## src/rtl/pipe_pkg.sv

```systemverilog
// Shared pipeline encodings: ALUOp and func codes, forwarding selects,
// the decoded ALU operation and the multiplier sequencer states.
package pipe_pkg;

  localparam logic [1:0] ALUOP_ADD   = 2'b00;
  localparam logic [1:0] ALUOP_SUB   = 2'b01;
  localparam logic [1:0] ALUOP_RTYPE = 2'b10;
  localparam logic [1:0] ALUOP_OR    = 2'b11;

  localparam logic [5:0] FUNC_ADD   = 6'h20;
  localparam logic [5:0] FUNC_SUB   = 6'h22;
  localparam logic [5:0] FUNC_AND   = 6'h24;
  localparam logic [5:0] FUNC_OR    = 6'h25;
  localparam logic [5:0] FUNC_SLT   = 6'h2A;
  localparam logic [5:0] FUNC_MULTU = 6'h19;
  localparam logic [5:0] FUNC_MFHI  = 6'h10;
  localparam logic [5:0] FUNC_MFLO  = 6'h12;

  localparam logic [1:0] FWD_REG = 2'b00;
  localparam logic [1:0] FWD_WB  = 2'b01;
  localparam logic [1:0] FWD_MEM = 2'b10;

  typedef enum logic [3:0] {
    ALU_NOP, ALU_ADD, ALU_SUB, ALU_AND, ALU_OR,
    ALU_SLT, ALU_MULTU, ALU_MFHI, ALU_MFLO
  } alu_op_e;

  typedef enum logic {MUL_IDLE, MUL_RUN} mul_state_e;

  function automatic alu_op_e alu_decode(input logic [1:0] aluop, input logic [5:0] func);
    alu_op_e op;
    op = ALU_NOP;
    case (aluop)
      ALUOP_ADD: op = ALU_ADD;
      ALUOP_SUB: op = ALU_SUB;
      ALUOP_OR:  op = ALU_OR;
      default: begin
        case (func)
          FUNC_ADD:   op = ALU_ADD;
          FUNC_SUB:   op = ALU_SUB;
          FUNC_AND:   op = ALU_AND;
          FUNC_OR:    op = ALU_OR;
          FUNC_SLT:   op = ALU_SLT;
          FUNC_MULTU: op = ALU_MULTU;
          FUNC_MFHI:  op = ALU_MFHI;
          FUNC_MFLO:  op = ALU_MFLO;
          default:    op = ALU_NOP;
        endcase
      end
    endcase
    return op;
  endfunction

endpackage

```

## src/rtl/ex_multu_seq.sv

```systemverilog
// Sequential unsigned shift-add multiplier. product presents the result of
// the current iteration so the final value is valid in the same cycle as done.
module ex_multu_seq
  import pipe_pkg::*;
#(
  parameter int unsigned W       = 32,
  parameter int unsigned MUL_CYC = 32
) (
  input  logic             clk,
  input  logic             reset,
  input  logic             start,
  input  logic [W-1:0]     a,
  input  logic [W-1:0]     b,
  output logic             busy,
  output logic             done,
  output logic [2*W-1:0]   product
);

  localparam int unsigned CNT_W = $clog2(MUL_CYC);

  mul_state_e       state, state_n;
  logic [CNT_W-1:0] cnt;
  logic [W-1:0]     mcand;
  logic [2*W-1:0]   prod_q;
  logic [W:0]       sum;

  // {acc, mplr}: add multiplicand into acc when mplr LSB is set, then shift right.
  always_comb begin
    sum     = {1'b0, prod_q[2*W-1:W]} + (prod_q[0] ? {1'b0, mcand} : '0);
    product = {sum, prod_q[W-1:1]};
  end

  always_comb begin
    state_n = state;
    case (state)
      MUL_IDLE: if (start) state_n = MUL_RUN;
      MUL_RUN:  if (done)  state_n = MUL_IDLE;
      default:  state_n = MUL_IDLE;
    endcase
  end

  assign busy = (state == MUL_RUN);
  assign done = (state == MUL_RUN) && (cnt == CNT_W'(MUL_CYC - 1));

  always_ff @(posedge clk) begin
    if (reset) begin
      state  <= MUL_IDLE;
      cnt    <= '0;
      mcand  <= '0;
      prod_q <= '0;
    end else begin
      state <= state_n;
      if (state == MUL_IDLE && start) begin
        mcand  <= a;
        prod_q <= {{W{1'b0}}, b};
        cnt    <= '0;
      end else if (state == MUL_RUN) begin
        prod_q <= product;
        cnt    <= cnt + 1'b1;
      end
    end
  end

endmodule

```

## src/rtl/ex_stage.sv

```systemverilog
// Execute stage: forwarding/ALUSrc/RegDst muxes, ALU, branch target, the
// EX/MEM pipeline register and the HI/LO multiplier with upstream stall.
module ex_stage
  import pipe_pkg::*;
#(
  parameter int unsigned W       = 32,
  parameter int unsigned MUL_CYC = 32
) (
  input  logic          clk,
  input  logic          reset,
  input  logic [W-1:0]  nextpc_ex,
  input  logic [4:0]    rs_ex,
  input  logic [4:0]    rt_ex,
  input  logic [4:0]    rd_ex,
  input  logic [5:0]    func_ex,
  input  logic [W-1:0]  rd1_ex,
  input  logic [W-1:0]  rd2_ex,
  input  logic [W-1:0]  imm_ex,
  input  logic          regdst_ex,
  input  logic          alusrc_ex,
  input  logic [1:0]    aluop_ex,
  input  logic [1:0]    memrw_ex,
  input  logic          branch_ex,
  input  logic [1:0]    wb_ex,
  input  logic [1:0]    fwd_a,
  input  logic [1:0]    fwd_b,
  input  logic [W-1:0]  wb_data_wb,
  output logic          stall_o,
  output logic [W-1:0]  alu_result_mem,
  output logic [W-1:0]  wdata_mem,
  output logic [4:0]    wreg_mem,
  output logic          zero_mem,
  output logic [W-1:0]  btarget_mem,
  output logic [1:0]    memrw_mem,
  output logic [1:0]    wb_mem,
  output logic          branch_mem,
  output logic [W-1:0]  hi_o,
  output logic [W-1:0]  lo_o
);

  alu_op_e        alu_op;
  logic [W-1:0]   op_a, b_fwd, op_b, result, btarget;
  logic [4:0]     wreg;
  logic           is_multu, mul_busy, mul_done;
  logic [2*W-1:0] mul_product;

  always_comb begin
    case (fwd_a)
      FWD_WB:  op_a = wb_data_wb;
      FWD_MEM: op_a = alu_result_mem;
      default: op_a = rd1_ex;
    endcase
    case (fwd_b)
      FWD_WB:  b_fwd = wb_data_wb;
      FWD_MEM: b_fwd = alu_result_mem;
      default: b_fwd = rd2_ex;
    endcase
  end

  assign op_b     = alusrc_ex ? imm_ex : b_fwd;
  assign wreg     = regdst_ex ? rd_ex : rt_ex;
  assign alu_op   = alu_decode(aluop_ex, func_ex);
  assign is_multu = (alu_op == ALU_MULTU);
  assign stall_o  = is_multu && !mul_done;
  assign btarget  = nextpc_ex + {imm_ex[W-3:0], 2'b00};

  always_comb begin
    result = '0;
    case (alu_op)
      ALU_ADD:  result = op_a + op_b;
      ALU_SUB:  result = op_a - op_b;
      ALU_AND:  result = op_a & op_b;
      ALU_OR:   result = op_a | op_b;
      ALU_SLT:  result = {{(W-1){1'b0}}, $signed(op_a) < $signed(op_b)};
      ALU_MFHI: result = hi_o;
      ALU_MFLO: result = lo_o;
      default:  result = '0;
    endcase
  end

  ex_multu_seq #(.W(W), .MUL_CYC(MUL_CYC)) u_multu (
    .clk     (clk),
    .reset   (reset),
    .start   (is_multu && !mul_busy),
    .a       (op_a),
    .b       (op_b),
    .busy    (mul_busy),
    .done    (mul_done),
    .product (mul_product)
  );

  always_ff @(posedge clk) begin
    if (reset) begin
      hi_o <= '0;
      lo_o <= '0;
    end else if (mul_done) begin
      {hi_o, lo_o} <= mul_product;
    end
  end

  // A stalled multu stays in EX, so EX/MEM receives bubbles until its final cycle.
  always_ff @(posedge clk) begin
    if (reset || stall_o) begin
      alu_result_mem <= '0;
      wdata_mem      <= '0;
      wreg_mem       <= '0;
      zero_mem       <= 1'b0;
      btarget_mem    <= '0;
      memrw_mem      <= '0;
      wb_mem         <= '0;
      branch_mem     <= 1'b0;
    end else begin
      alu_result_mem <= result;
      wdata_mem      <= b_fwd;
      wreg_mem       <= wreg;
      zero_mem       <= (result == '0);
      btarget_mem    <= btarget;
      memrw_mem      <= memrw_ex;
      wb_mem         <= wb_ex;
      branch_mem     <= branch_ex;
    end
  end

endmodule

```

## config.mk

```make
export PLATFORM = sky130hd
export DESIGN_NAME = ex_stage
export DESIGN_NICKNAME = d
export VERILOG_FILES = /design/src/rtl/pipe_pkg.sv /design/src/rtl/ex_multu_seq.sv /design/src/rtl/ex_stage.sv
export SDC_FILE = /design/constraint.sdc
export NUM_CORES = 1
export LEC_CHECK = 0
export BUFFER_PORTS_ARGS = -buffer_cell sky130_fd_sc_hd__buf_2
export CELL_PAD_IN_SITES_DETAIL_PLACEMENT = 1
export CELL_PAD_IN_SITES_GLOBAL_PLACEMENT = 2
export CORE_UTILIZATION = 30
export DETAILED_ROUTE_END_ITERATION = 8
export PLACE_DENSITY = 0.88
export SYNTH_ARGS = -nofsm -noshare
export SYNTH_HDL_FRONTEND = slang
export SYNTH_HIERARCHICAL = 1
export SYNTH_SLANG_ARGS = --single-unit
```

## constraint.sdc

```tcl
create_clock -name clk -period 4.7 [get_ports clk]
set_clock_uncertainty 0.05 [all_clocks]
set_input_delay 0.705 -clock clk [delete_from_list [all_inputs] [get_ports clk]]
set_output_delay 0.705 -clock clk [all_outputs]
set_load 0.01 [all_outputs]
```

# == Word level (Yosys, flattened, before mapping) ==
# Cells that the tools add are included.
# totals
register_bits,273
in_bits,196
out_inout_bits,172
word_cells,71
# classes
addsub,5
n_lt_le_gt_ge,1
n_eq_ne,23
n_mux,13
bitwise,3
n_reduce_logical,11
# op_table
op,n
$pmux W32 S7,1
$mux W32,4
$pmux W32 S2,2
$add A32 B32 Y32,2
$add A32 B32 Y33,1
$and A32 B32 Y32,1
$logic_not A32 Y1,1
$lt A32 B32 Y1,1
$or A32 B32 Y32,1
$pmux W4 S8,1
$sub A32 B32 Y32,1
$eq A6 B6 Y1 const B,5
$eq A6 B5 Y1 const B,3
$eq A4 B3 Y1 const B,4
$pmux W4 S3,1
$eq A4 B2 Y1 const B,2
$eq A2 B1 Y1 const B,3
$eq A2 B2 Y1 const B,3
$add A5 B1 Y5 const B,1
$eq A5 B5 Y1 const B,1
$mux W5,1
$eq A4 B1 Y1 const B,1
$eq A4 B4 Y1 const B,1
$logic_and A1 B1 Y1,4
other kinds (8),10

# == Depth between registers and ports, before layout ==
# Gate-level depths: netlist of run 1.
# depth
depth_word,7
ltp_mapped,22

# == By module ==
# Netlist of run 1, hierarchy kept.
# modules_own_cells
module,instances,cells_each,area_each_um2,seq_area_each_um2
ex_stage,1,1848,13887.1,3423.3
ex_multu_seq,1,731,6030.8,2042.0

# == Worst setup path before layout of run 1 ==
# No wires, ideal clock.
# synth_path
path_type,input -> register
startpoint,in fwd_b[0]
endpoint,reg zero_mem
setup_time_ps,130
arrival_ps,4838
path_slack_ps,-319
cell_stages,21
cell_sequence,inv_1 ha_1 clkbuf_1 clkbuf_1 a21oi_1 o21a_1 inv_1 ha_1 inv_1 fa_1 nor2_1 o221ai_1 a21oi_1 a211oi_1 o2111ai_1 a31oi_1 o41ai_1 a21oi_1 o21a_1 o32ai_1 nor4_1
# synth_between
elab_chain_len,6
elab_cells_between_ends,11
cone_classes,2 x add/sub; 1 x order compare; 2 x eq/ne; 3 x mux; 2 x bitwise; 1 x reduce/logical
# synth_rtl
item,line_no,text
start: declaration,ex_stage.sv:26,"input logic [1:0] fwd_b,"
$eq A2 B2 Y1 / $eq A2 B1 Y1 (equally long branches),ex_stage.sv:53,case (fwd_b)
$pmux W32 S2 (*),ex_stage.sv:53,
$mux W32 (*),ex_stage.sv:60,assign op_b = alusrc_ex ? imm_ex : b_fwd;
via op_b[0],ex_stage.sv:42,"logic [W-1:0] op_a, b_fwd, op_b, result, btarget;"
"$sub A32 B32 Y32, or another cell as far along",ex_stage.sv:71,ALU_SUB: result = op_a - op_b;
$pmux W32 S7 (*),ex_stage.sv:69,case (alu_op)
$logic_not A32 Y1 (*),ex_stage.sv:116,zero_mem <= (result == '0);
end signal: assignment,ex_stage.sv:116,
end: declaration,ex_stage.sv:32,"output logic zero_mem,"
# Mark *: on every way through the listed nets, which the timed path passes. The rest lies on a longest branch.
# A chain may end at the register's enable or synchronous reset.

# == Worst setup path in the final report of run 1 ==
# layout_path
startpoint,in fwd_b[0]
endpoint,reg zero_mem
# layout_between
elab_chain_len,6
elab_cells_between_ends,11
cone_classes,2 x add/sub; 1 x order compare; 2 x eq/ne; 3 x mux; 2 x bitwise; 1 x reduce/logical
# layout_rtl
item,line_no
$eq A2 B2 Y1 / $eq A2 B1 Y1 (equally long branches),ex_stage.sv:53
$pmux W32 S2 (*),ex_stage.sv:53
$mux W32 (*),ex_stage.sv:60
"$sub A32 B32 Y32, or another cell as far along",ex_stage.sv:71
$pmux W32 S7 (*),ex_stage.sv:69
$logic_not A32 Y1 (*),ex_stage.sv:116
# Every way passes the cells marked *; elsewhere a longest branch is shown, timed or not.

==> flow_metrics.env, run 1 <==
export IMPL_status="finished with violations"
export IMPL_violations="design-rule violations"
export IMPL_fp_dieH_um=259.7
export IMPL_synth_edf_count=0
export IMPL_seqPwrFrac_pct=30.9
export IMPL_drive_gt1_share_pct=29.97
export IMPL_rows=94
export IMPL_max_stage_delay_ns=0.38
export IMPL_hp_class="input port to register"
export IMPL_pwr_share_clk_pct=30.2
export IMPL_setup_slack_ns=0.1026
export IMPL_grt_max_degree=71
export IMPL_start_util_pct=30.30
export IMPL_route_vias_total=21790
export IMPL_power_density_mw_per_mm2=303.7
export IMPL_place_congestion=0.9383
export IMPL_num_nets_final=3567
export IMPL_instances_no_fill=4087
export IMPL_path_cells="buf_8 -> inv_4 -> ha_4 -> buf_12 -> buf_8 -> nor2_1 -> a21oi_1 -> o21a_1 -> ha_2 -> buf_4 -> a21oi_1 -> o21ai_0 -> a22oi_1 -> nand2_1 -> o31ai_4 -> o21ai_0 -> a21o_1 -> a41oi_1 -> o21a_1 -> nand4_1 -> nor4_2"
export IMPL_power_leakage_nw=12.21
export IMPL_internal_power_mw=5.286
export IMPL_synth_area_leaders="dfxtp_1 (27%), ha_1 (10%), nor2_1 (6.9%), mux2i_1 (6.5%), a21oi_1 (6.1%)"
export IMPL_fillers=8107
export IMPL_die_x_um=259.7
export IMPL_r2r_cells=21
export IMPL_multiInputGateArea_mm2=0.01374
export IMPL_drv_slew=0
export IMPL_drc=4
export IMPL_cts_tree="done"
export IMPL_power_mw=8.141
export IMPL_h_tree_depth=1
export IMPL_synthArstFlopShare_pct=0
export IMPL_viasPerCell=5.330
export IMPL_root_buffer="clkbuf_16"
export IMPL_ys_ff_latch=273
export IMPL_grt_first_pass_wirelength_um=132300
export IMPL_io_pins=368
export IMPL_ctsHoldBuffers=0
export IMPL_synth_fp_nets=2946
export IMPL_ff2ff_setup_slack_ns=0.19
export IMPL_cp_arrival_ns=5.07
export IMPL_yosys_area_top_type="dfxtp_1"
export IMPL_rr_endpoint="zero_mem$_SDFF_PP0_"
export IMPL_drt_initial_drc_count=1322
export IMPL_pre_cts_ws_ns=-0.8108
export IMPL_synth_top_area_share_pct=27.44
export IMPL_power_frac_comb_pct=38.9
export IMPL_hold_end="btarget_mem[1]$_SDFF_PP0_"
export IMPL_ys_types=102
export IMPL_hold_depth=2
export IMPL_hold_violations=0
export IMPL_finalCriticalPeriod_ns=4.597
export IMPL_overflow=0
export IMPL_first_pass_iters=9
export IMPL_tightest_slew_ns=0.9719
export IMPL_min_period_over_period_pct=97.82
export IMPL_clk_latency_ns=0.61
export IMPL_max_slew_margin_pct=34.52
export IMPL_cts_sinks=273
export IMPL_rsz0062_at_grt="yes"
export IMPL_ys_warn_count=6
export IMPL_crit_buf_inv=5
export IMPL_crit_type="input port to register"
export IMPL_port_buffers=362
export IMPL_hpwlAfterDp_um=71270
export IMPL_synth_area_per_cell_um2=7.723
export IMPL_grt_use_total_pct=25.33
export IMPL_worstPathMaxFanout=8
export IMPL_hold_slack_ns=0.2478
export IMPL_area_growth_pct=34.57
export IMPL_required_ns=5.17
export IMPL_cts_clk_slew_worst_paths_ns=0.07
export IMPL_wirelength_um=89670
export IMPL_placed_cells=4003
export IMPL_ys_seq_area_share_pct=27.44
export IMPL_timing_fmax_ghz=0.2175
export IMPL_swShare_pct=35.08
export IMPL_coreArea_mm2=0.06575
export IMPL_ir_drop_mv=0.2736
export IMPL_grt_pass1_vias=22040
export IMPL_cts_path_max_buffers=3
export IMPL_p_switching_mw=2.856
export IMPL_syn_cell_area_mm2=0.01992
export IMPL_drtAntennaViolNets=0
export IMPL_worstHoldStart="nextpc_ex[1]"
export IMPL_crit_slowest_cell="ha_2"
export IMPL_synthCells=2579
export IMPL_die_area_mm2=0.06743
export IMPL_wl_per_cell_um=21.94
export IMPL_setup_viol=0
export IMPL_cp_top_family="compound AO/OA/AOI/OAI gates"
export IMPL_numCtsBuffers=31
export IMPL_r2r_start="alu_result_mem[0]$_SDFF_PP0_"
export IMPL_crit_path_end_kind="register"
export IMPL_antenna_found_initial=5
export IMPL_yosys_most_used_dff="dfxtp_1"
export IMPL_seqCellArea_mm2=0.005470
export IMPL_cap_viol_max_count=0
export IMPL_startpoint_type="input port"
Yosys cell counts (26+ instances only):
cell type and instances:
buf_4 32, o21ai_0 112, a21o_1 42, ha_1 167, and2_1 70, nor3_1 30, nor2_1 366, clkbuf_1 125
nand2_1 229, nand3_1 34, inv_1 123, a22oi_1 68, a21oi_1 242, xnor2_1 33, a211oi_1 26, o21a_1 62
dfxtp_1 273, mux2i_1 130
worst reg2reg max path: cells and delay by family (launching register included):
family | cells | cell delay, ns
simple gates | 6 | 1.72
fa+ha+maj | 2 | 0.56
flops | 1 | 0.40
xor+xnor | 1 | 0.14
compound gates | 8 | 1.01
buf+inv | 4 | 0.55
how the worst max path moves through the flow:
stage                        start  cells past startpoint             endpoint  slack (ns)
after global placement    fwd_b[1]                     18  zero_mem$_SDFF_PP0_       -0.66
after global routing      fwd_b[0]                     21  zero_mem$_SDFF_PP0_       -0.18
after detailed placement  fwd_b[1]                     22  zero_mem$_SDFF_PP0_       -0.81
final                     fwd_b[0]                     21  zero_mem$_SDFF_PP0_        0.10
after CTS                 fwd_b[1]                     22  zero_mem$_SDFF_PP0_      0.0003
after floorplan           fwd_a[0]                     17  zero_mem$_SDFF_PP0_        0.01
final cells by class:
| type | count | area share (%) |
|---|---|---|
| clock buffers | 42 | 3.310 |
| diodes | 6 | 0.05602 |
| clock inverters | 8 | 0.3594 |
| repair buffers | 773 | 18.82 |
| well taps | 864 | 4.033 |
| inverters | 124 | 1.755 |
| multi-input cells | 1997 | 51.26 |
| flip-flops and latches | 273 | 20.41 |
flip-flops by register name, indices dropped and copies added (netlist names):
| signal | flops |
|---|---|
| u_multu/cnt | 5 |
| hi_o | 32 |
| alu_result_mem | 32 |
| memrw_mem | 2 |
| lo_o | 32 |
| wreg_mem | 5 |
| wb_mem | 2 |
| u_multu/mcand | 32 |
| zero_mem | 1 |
| btarget_mem | 32 |
| wdata_mem | 32 |
| u_multu/prod_q | 64 |
| branch_mem | 1 |
| u_multu/busy | 1 |
repair_timing:
item	in CTS	in global routing
pin swaps	1	46
cloned	0	0
setup buffers	0	28
setup endpoints to repair	1	5
gates resized for setup	16	129
stage by stage:
| step | util [%] | instance area (um^2) | TNS [ns] |
|---|---|---|---|
| 2_1_floorplan | - | 19930 | 0 |
| 3_3_place_gp | 38.04 | 25010 | -3.804 |
| 3_5_place_dp | 38.04 | 25010 | -4.907 |
| 4_1_cts | 39.63 | 26060 | 0 |
| 5_1_grt | 40.76 | 26800 | -0.2019 |
| 6_report | 40.77 | 26800 | 0 |
power groups by stage:
stage | registers (mW) | logic, mW | clock network (mW)
4_1_cts | 2.51 | 2.93 | 2.51
2_1_floorplan | 2.60 | 1.38 | 0
3_3_place_gp | 2.56 | 2.84 | 0
3_5_place_dp | 2.56 | 2.88 | 0
6_report | 2.52 | 3.17 | 2.46
5_1_grt | 2.53 | 3.39 | 2.58
per-layer routing:
layer  wire [um]  global-route usage (%)
met5           0                       0
met3        3179                   2.476
met1       38260                   31.32
met2       44640                   45.33
met4        3587                   8.922
cells in the final DEF (no fill, tap or decap), types with 11 or more instances in the layout:
cell | netlist | layout
xor2_1 | 23 | 23
a211oi_1 | 26 | 19
a22o_1 | 16 | 16
nor2_1 | 366 | 359
nand4_1 | 14 | 14
nand2_1 | 229 | 229
xnor2_1 | 33 | 33
clkbuf_16 | 0 | 31
dfxtp_1 | 273 | 271
mux2i_1 | 130 | 130
a22oi_1 | 68 | 64
o21bai_1 | 19 | 18
ha_1 | 167 | 148
o21ai_1 | 10 | 21
o211ai_1 | 14 | 14
a21oi_2 | 3 | 15
inv_1 | 123 | 118
nor2b_1 | 20 | 19
nand2b_1 | 17 | 16
o21ai_0 | 112 | 97
a21oi_1 | 242 | 230
buf_4 | 32 | 396
ha_4 | 0 | 11
o21a_1 | 62 | 58
o221ai_1 | 19 | 15
a21o_1 | 42 | 42
nor3_1 | 30 | 26
and3_1 | 16 | 16
nand3_1 | 34 | 34
buf_2 | 4 | 359
and2_1 | 70 | 69
cell families (layout without fill, tap and decap cells):
kind of cell               Yosys count  in the layout  synth area share [%]
and+or+nand+nor                    859            859                 19.56
adders and majority gates          171            171                 10.89
muxes                              130            130                 6.533
xor gates and xnor gates            58             58                 2.626
buffers and inverters              309            947                 6.451
AOI/OAI and AO/OA                  779            779                 26.50
other                                0              6                     0
DFF                                273            273                 27.44
No activity file was read; power rests on OpenSTA's default activity.
==> run 2: changes to the inputs <==
Settings changed: CELL_PAD_IN_SITES_DETAIL_PLACEMENT 1 to default, CELL_PAD_IN_SITES_GLOBAL_PLACEMENT 2 to default, CORE_UTILIZATION 30 to 35, PLACE_DENSITY 0.88 to 0.65.
==> run 2 against run 1 <==
  * The flow now finishes without violations
  * Sequential share of layout area is 0.061 points lower
  * Largest cell class unchanged
  * Critical path depth is 4 higher
  * First-iteration DRC count is 24% higher
==> flow_metrics.env, run 2 (synthesis gave the netlist of run 1 again) <==
export IMPL_status="complete, no violations"
export IMPL_final_cell_mix="buf_4 (404), nor2_1 (359), buf_2 (359), dfxtp_1 (272), nand2_1 (229)"
export IMPL_wl_per_cell_um=20.03
export IMPL_drv_slew=0
export IMPL_hp_class="input port to register"
export IMPL_finalCriticalPeriod_ns=4.542
export IMPL_area_growth_pct=34.94
export IMPL_io_pins=368
export IMPL_viasPerCell=5.448
export IMPL_start_util_pct=35.39
export IMPL_hpwlAfterDp_um=64180
export IMPL_clk_latency_ns=0.59
export IMPL_cap_viol_max_count=0
export IMPL_power_density_mw_per_mm2=300.7
export IMPL_drtAntennaViolNets=0
export IMPL_cp_arrival_ns=4.99
export IMPL_min_period_over_period_pct=96.64
export IMPL_cts_tree="done"
export IMPL_worstPathMaxFanout=7
export IMPL_drt_initial_drc_count=1643
export IMPL_port_buffers=362
export IMPL_seqCellArea_mm2=0.005469
export IMPL_max_slew_margin_pct=36.83
export IMPL_first_pass_iters=5
export IMPL_required_ns=5.14
export IMPL_setup_viol=0
export IMPL_final_util_pct=47.76
export IMPL_h_tree_depth=1
export IMPL_drc=0
export IMPL_hold_violations=0
export IMPL_die_area_mm2=0.05787
export IMPL_timing_fmax_ghz=0.2202
export IMPL_grt_first_pass_wirelength_um=119900
export IMPL_crit_type="input port to register"
export IMPL_fp_dieH_um=240.6
export IMPL_grt_use_met3_pct=3.328
export IMPL_overflow=0
export IMPL_power_leakage_nw=12.30
export IMPL_die_x_um=240.6
export IMPL_place_congestion=0.9599
export IMPL_grt_use_total_pct=26.73
export IMPL_route_vias_total=21730
export IMPL_crit_path_end_kind="register"
export IMPL_busiest_layer="met2"
export IMPL_cts_sinks=273
export IMPL_num_nets_final=3572
export IMPL_grt_max_degree=79
export IMPL_ir_drop_mv=0.3363
export IMPL_fillers=5639
export IMPL_cts_path_max_buffers=3
export IMPL_antenna_found_initial=3
export IMPL_root_buffer="clkbuf_16"
export IMPL_largest_register_ff_count=64
export IMPL_startpoint_type="input port"
export IMPL_largest_register="u_multu/prod_q"
export IMPL_multiInputGateArea_mm2=0.01391
export IMPL_power_mw=8.081
export IMPL_cts_clk_slew_worst_paths_ns=0.06
export IMPL_layout_cells_most_common="buf_4"
export IMPL_ctsHoldBuffers=0
export IMPL_tightest_slew_ns=0.9462
export IMPL_drive_gt1_share_pct=30.89
export IMPL_coreArea_mm2=0.05628
export IMPL_rows=87
export IMPL_wirelength_um=79860
export IMPL_grt_pass1_vias=20500
export IMPL_numCtsBuffers=31
export IMPL_met2_usage_pct=45.80
export IMPL_use_met1_pct=34.83
run 2: path summary, 6_finish.rpt:
check | from | end | slack [ns] | depth (start not counted)
setup / recovery | fwd_b[0] | zero_mem$_SDFF_PP0_ | 0.16 | 25
hold / removal | nextpc_ex[1] | btarget_mem[1]$_SDFF_PP0_ | 0.27 | 2
setup reg to reg | alu_result_mem[0]$_SDFF_PP0_ | zero_mem$_SDFF_PP0_ | 0.28 | 20
hold reg to reg | u_multu/mcand[8]$_SDFFE_PP0P_ | u_multu/mcand[8]$_SDFFE_PP0P_ | 0.40 | 2
run 2: per-stage QoR:
step	setup WS (ns)	setup TNS, ns	cells	instance area [um^2]	hold slack, ns
after global placement	-0.6321	-4.662	3910	24960	0.3902
after detailed placement	-0.6675	-4.838	3910	24960	0.3919
after floorplan	0.01424	0	2579	19930	0.3817
after global routing	-0.005710	-0.005710	3987	26870	0.2698
final	0.1579	0	3988	26880	0.2694
after CTS	0.01074	0	3966	26010	0.2439
run 2: critical path, cell delays in order:
cell and delay [ns]:
buf_6 0.10, inv_2 0.04, ha_4 0.19, buf_4 0.17, a22oi_1 0.20, nor2_1 0.08
a21oi_2 0.15, o21a_2 0.24, inv_2 0.07, buf_4 0.13, ha_1 0.23, nand2b_4 0.10
buf_4 0.11, nand3_2 0.08, buf_4 0.15, o31ai_4 0.25, o311a_1 0.25, o221ai_2 0.11
a21o_1 0.25, nor4_4 0.27, buf_4 0.18, o2111ai_2 0.12, nor4_2 0.31, nand4_1 0.18
nor4_2 0.29
run 2: layer usage:
metal  wire [um]  up-vias
met5           0        -
met4        2551        0
met3        4705      148
met2       37810      742
met1       34790    10460
li1            -    10380
run 2: where the power goes:
part	leakage, nW	switching, mW	internal [mW]
sequential	2.23	0.0792	2.44
combinational	9.56	1.69	1.44
clock	0.506	1.02	1.41
run 2: final cells by class:
| cell class | instances | area share, % |
|---|---|---|
| antenna | 4 | 0.03724 |
| clock buffer | 46 | 3.468 |
| clock inverter | 10 | 0.3026 |
| inverter | 124 | 1.741 |
| multi-input combinational | 1997 | 51.75 |
| sequential | 273 | 20.35 |
| tap | 756 | 3.519 |
| timing repair buffer | 778 | 18.84 |
run 2: what timing repair did:
| item | 4_1_cts | 5_1_grt |
|---|---|---|
| pin swaps | 0 | 53 |
| resized for setup | 7 | 171 |
| setup buffers | 0 | 18 |
| endpoints found under the setup margin | 1 | 10 |
| gates cloned | 0 | 1 |
